### config.mk
export PLATFORM = sky130hd
export DESIGN_NAME = wrr_link_arbiter_flat
export DESIGN_NICKNAME = d
export VERILOG_FILES = /design/src/rtl/wrr_link_arbiter_if.sv /design/src/rtl/wrr_link_arbiter.sv /design/src/flat_wrapper.sv
export SDC_FILE = /design/constraint.sdc
export NUM_CORES = 1
export LEC_CHECK = 0
export BUFFER_PORTS_ARGS = -buffer_cell sky130_fd_sc_hd__buf_2
export CORE_UTILIZATION = 40
export CTS_BUF_LIST = sky130_fd_sc_hd__clkbuf_16
export DETAILED_ROUTE_END_ITERATION = 12
export PLACE_DENSITY = 0.68
export SYNTH_ARGS = -nofsm -noshare
export SYNTH_HDL_FRONTEND = slang
export SYNTH_SLANG_ARGS = --single-unit
export TNS_END_PERCENT = 5
### constraint.sdc
create_clock -name clk -period 4.3 [get_ports clk]
set_clock_uncertainty 0.05 [all_clocks]
set_input_delay 0.43 -clock clk [delete_from_list [all_inputs] [get_ports clk]]
set_output_delay 0.43 -clock clk [all_outputs]
set_load 0.02 [all_outputs]
### src/rtl/wrr_link_arbiter_if.sv
// Handshake bundle between the requesters, the weighted round-robin arbiter and the
// output link: per-requester valid/data/ready in, one registered flit out.
interface wrr_link_arbiter_if #(
    parameter int N   = 4,
    parameter int D   = 32,
    parameter int IDW = (N > 1) ? $clog2(N) : 1
);
    logic [N-1:0]   in_valid;
    logic [N*D-1:0] in_data;
    logic [N-1:0]   in_ready;
    logic           out_valid;
    logic [D-1:0]   out_data;
    logic [IDW-1:0] out_id;
    logic           out_ready;

    modport slave (
        input  in_valid, in_data, out_ready,
        output in_ready, out_valid, out_data, out_id
    );

    modport master (
        output in_valid, in_data, out_ready,
        input  in_ready, out_valid, out_data, out_id
    );
endinterface

### src/rtl/wrr_link_arbiter.sv
// Weighted round-robin arbiter sharing one deflection-network output link among N
// requesters; the winning flit is captured into a single registered output stage.
module wrr_link_arbiter #(
    parameter int              N       = 4,
    parameter int              D       = 32,
    parameter logic [N*32-1:0] WEIGHTS = {32'd1, 32'd1, 32'd1, 32'd1},
    localparam int             IDW     = (N > 1) ? $clog2(N) : 1
) (
    input  logic              clk,
    input  logic              rst,
    wrr_link_arbiter_if.slave link
);

    logic [31:0]    weight [N];
    logic [N-1:0]   en;
    logic [IDW-1:0] ptr;
    logic [31:0]    credit;
    logic           out_valid_q;
    logic [D-1:0]   out_data_q;
    logic [IDW-1:0] out_id_q;
    logic           load;
    logic           have_cand;
    logic [IDW-1:0] cand;
    logic [N-1:0]   ready;

    for (genvar g = 0; g < N; g++) begin : g_weight
        assign weight[g] = WEIGHTS[32*g +: 32];
        assign en[g]     = |weight[g];
    end

    assign load = !out_valid_q || link.out_ready;

    // The holder keeps the link while it has credit; otherwise scan from ptr+1,
    // visiting ptr itself last so a lone requester can re-win with a fresh reload.
    always_comb begin
        have_cand = 1'b0;
        cand      = '0;
        if (load && !rst) begin
            if (credit != 32'd0 && link.in_valid[ptr] && en[ptr]) begin
                have_cand = 1'b1;
                cand      = ptr;
            end else begin
                for (int k = 1; k <= N; k++) begin
                    if (!have_cand && link.in_valid[(int'(ptr) + k) % N]
                                   && en[(int'(ptr) + k) % N]) begin
                        have_cand = 1'b1;
                        cand      = IDW'((int'(ptr) + k) % N);
                    end
                end
            end
        end
    end

    always_comb begin
        ready = '0;
        if (have_cand) ready[cand] = 1'b1;
    end

    assign link.in_ready = ready;

    always_ff @(posedge clk) begin
        if (rst) begin
            out_valid_q <= 1'b0;
            out_data_q  <= '0;
            out_id_q    <= '0;
            ptr         <= IDW'(N - 1);
            credit      <= '0;
        end else if (have_cand) begin
            out_valid_q <= 1'b1;
            out_data_q  <= link.in_data[D*int'(cand) +: D];
            out_id_q    <= cand;
            if (cand == ptr && credit != 32'd0) begin
                credit <= credit - 32'd1;
            end else begin
                ptr    <= cand;
                credit <= weight[cand] - 32'd1;
            end
        end else if (load) begin
            out_valid_q <= 1'b0;
        end
    end

    assign link.out_valid = out_valid_q;
    assign link.out_data  = out_data_q;
    assign link.out_id    = out_id_q;

endmodule

### src/flat_wrapper.sv
// flat-port wrapper written by rule: the top's interface ports become plain ports
module wrr_link_arbiter_flat 
#(
    parameter int              N       = 4,
    parameter int              D       = 32,
    parameter logic [N*32-1:0] WEIGHTS = {32'd1, 32'd1, 32'd1, 32'd1},
    localparam int             IDW     = (N > 1) ? $clog2(N) : 1
)
  (clk, rst, link_in_valid, link_in_data, link_out_ready, link_in_ready, link_out_valid, link_out_data, link_out_id);
  wrr_link_arbiter_if #(.N(N), .D(D)) link_i ();
  input  logic clk;
  input  logic rst;
  input wire logic [$bits(link_i.in_valid)-1:0] link_in_valid;
  input wire logic [$bits(link_i.in_data)-1:0] link_in_data;
  input wire logic [$bits(link_i.out_ready)-1:0] link_out_ready;
  output wire logic [$bits(link_i.in_ready)-1:0] link_in_ready;
  output wire logic [$bits(link_i.out_valid)-1:0] link_out_valid;
  output wire logic [$bits(link_i.out_data)-1:0] link_out_data;
  output wire logic [$bits(link_i.out_id)-1:0] link_out_id;
  assign link_i.in_valid = link_in_valid;
  assign link_i.in_data = link_in_data;
  assign link_i.out_ready = link_out_ready;
  assign link_in_ready = link_i.in_ready;
  assign link_out_valid = link_i.out_valid;
  assign link_out_data = link_i.out_data;
  assign link_out_id = link_i.out_id;
  wrr_link_arbiter #(.N(N), .D(D), .WEIGHTS(WEIGHTS)) u_core (.clk(clk), .rst(rst), .link(link_i));
endmodule
==> flow_summary.ini <==
[hold_path]
hold_class = input pin to register
hold_depth = 3

[global_route]
grt_use_met2 = 0.393
grt_start_max_net_pins = 39
use_met3 = 0.0423
grt_use_met1 = 0.293
first_global_vias = 4429
antenna_found_initial = 0
track_usage = 0.233
top_usage_layer = met2
overflow = 0
grt_pass1_wl_mm = 21.2

[logic_synthesis]
synth.largest_area_cell = dfxtp_1
synth_edf_count = 0
synth-simple-area-share = 0.210
ys.flop_type = dfxtp_1
synth_area_um2 = 4360
synth_nets = 635
ys_types = 63
synth_top_family_by_area = compound AO/OA/AOI/OAI gates
ys_seq_area_frac = 0.317
synth_compound_area_frac = 0.231
synthMuxAreaShare = 0.158
synth_top_area_frac = 0.317
post_synth.cell_area_avg_um2 = 8.75
yosysWarnings = 0
synth_fa_ha_area_frac = 0.00287
ys_ff_latch = 69
async_flop_share = 0
synth_xor_area_frac = 0
yosys-top-cells-area = dfxtp_1, mux2i_1, nand2_1
netlist_instances = 499

[die]
num_rows = 37
die_w_um = 106
top_level_ports = 174
core_um2 = 10500
dieArea_um2 = 11300
die_h_um = 106
start_util = 0.417

[drt]
firstDrtPassIters = 4
vias = 4472
drtAntennaViolNets = 0
drc_errors = 0
wl_per_cell_um = 16.5
routed_wl_mm = 13.1
vias_per_cell = 5.62
drt_iter0_markers = 392

[pwr]
combPwrFrac = 0.592
p_int_w = 0.00226
p_switching_w = 0.00197
leakage_nw = 2.60
clockPowerShare = 0.154
seqPwrFrac = 0.254
netSwitchingFraction = 0.466
ir_worst_vdd_v = 0.000367
power.density_nw_per_um2 = 776

[sta]
period_share = 0.827
clock.fmax_ghz = 0.281
period_needed_ns = 3.56
finalSetupViolations = 0
tightest_slew_ns = 0.942
slew_violations = 0
final_hold_viol_count = 0
rsz0062_at_grt = no
relSlewSlack = 0.370
tns_ns = 0
setup_slack_ns = 0.744

[finish]
nets = 792
final_common_cell = buf_2
antenna_cells = 0
drive_above_1_share = 0.348
final_cell_mix = buf_2, dfxtp_1, nand2_1, mux2i_1, a21oi_1
syn_to_final_growth_pct = 24.7

[clock_network]
cts_buffers = 9
clk_pin_slew_worst_paths_ns = 0.06
clk_latency_ns = 0.33
cts_tree = done
cts_resized = 0
cts-root-buf = clkbuf_16
cts_hold_buf = 0
htree_levels = 3
cts_setup_buffers = 0
cts_buffer_depth = 2
cts_sinks = 69

[flow_run]
cap_violations = 0

[placement]
io_buffers = 173
gp_congestion = 0.853
dp_slack_ns = 1.04
dp_hpwl_mm = 9.80

[setup_path]
crit_cells = 7
crit_path_start_kind = register
worstPathMaxFanout = 15
critPathSlowestCell = nor4_2
required_ns = 3.82
cp.arrival_ns = 3.08
critical_path.max_stage_delay_ns = 0.53
critical_path.cell_chain = nor4_2 -> and4_1 -> nand4b_2 -> a32o_1 -> a21oi_4 -> and3_1 -> buf_2
path_delay_family = simple AND/OR/NAND/NOR gates
r2r_cells = 8
critPathCaptureType = primary output
worstSetupPathType = register to primary output
path_buf_inv = 1

[run_status]
status = finished, final reports clean
[through the flow]
step	hold slack (ns)	cell area, µm²	util	std cells	total power [W]
floorplan	0.387	4360	-	499	0.00305
global placement	0.387	5190	0.496	781	0.00351
detailed placement	0.390	5190	0.496	781	0.00357
CTS	0.363	5440	0.520	796	0.00424
global route	0.374	5440	0.520	796	0.00453
finish	0.362	5440	0.520	796	0.00423
[flip-flops by register name, summed over array words and instances (netlist names)]
name,count
u_core.credit,32
u_core.link.out_data,32
u_core.link.out_id,2
u_core.link.out_valid,1
u_core.ptr,2
[cell usage after synthesis, types with 3 or more instances]
cell type,number
dfxtp_1,69
mux2i_1,65
nand2_1,65
a21oi_1,38
nor2_1,32
o21ai_0,24
nor3_1,20
clkbuf_1,18
o221ai_1,18
o221ai_2,15
nand3_1,10
a31oi_1,9
nand2b_1,8
inv_1,7
clkbuf_8,6
or3_1,6
a311oi_1,5
nand4_1,5
nor2b_1,5
a22oi_1,4
buf_12,4
buf_2,4
a211oi_1,3
and2_1,3
buf_6,3
or4_4,3
[layout make-up]
class	instances	area (µm²)
well taps	136	170
multi-input cells	383	2650
clock buffers	9	225
inverters	7	26.3
fillers	1040	5020
flip-flops and latches	69	1380
repair buffers	186	963
clock inverters	6	32.5
[logic make-up (layout without fill, tap and decap cells)]
kind of cell             Yosys count  count (layout)
buffers and inverters             47             208
AO/OA/AOI/OAI                    135             135
flip-flops                        69              69
multiplexers                      67              67
adder cells (fa/ha/maj)            1               1
AND/OR/NAND/NOR                  180             180
[power by group through the flow]
stage,clock (W),combinational [W],sequential (W)
CTS,0.000658,0.00251,0.00107
global route,0.000692,0.00273,0.00110
global placement,0,0.00244,0.00107
detailed placement,0,0.00249,0.00108
finish,0.000652,0.00250,0.00107
floorplan,0,0.00185,0.00121
[worst paths after layout]
path                                      startpoint                                     to  slack, ns
setup / recovery       u_core.credit[2]$_SDFFE_PP0P_                       link_in_ready[0]       0.74
hold reg to reg   u_core.link.out_id[0]$_SDFFE_PP0P_     u_core.link.out_id[0]$_SDFFE_PP0P_       0.39
hold / removal                      link_in_data[45]  u_core.link.out_data[13]$_SDFFE_PP0P_       0.36
setup reg to reg       u_core.credit[2]$_SDFFE_PP0P_  u_core.link.out_data[26]$_SDFFE_PP0P_       1.03
[routing by layer]
layer / vias to the layer above / part of all wire
met2: 153 / 0.50
met3: 18 / 0.050
li1: 2186 / -
met5: - / 0
met1: 2115 / 0.43
met4: 0 / 0.018
[tightest hold or removal path, cell delays in order]
cell      delay, ns
buf_2          0.07
mux2i_1        0.05
o221ai_1       0.15
(Power assumes the default switching activity.)
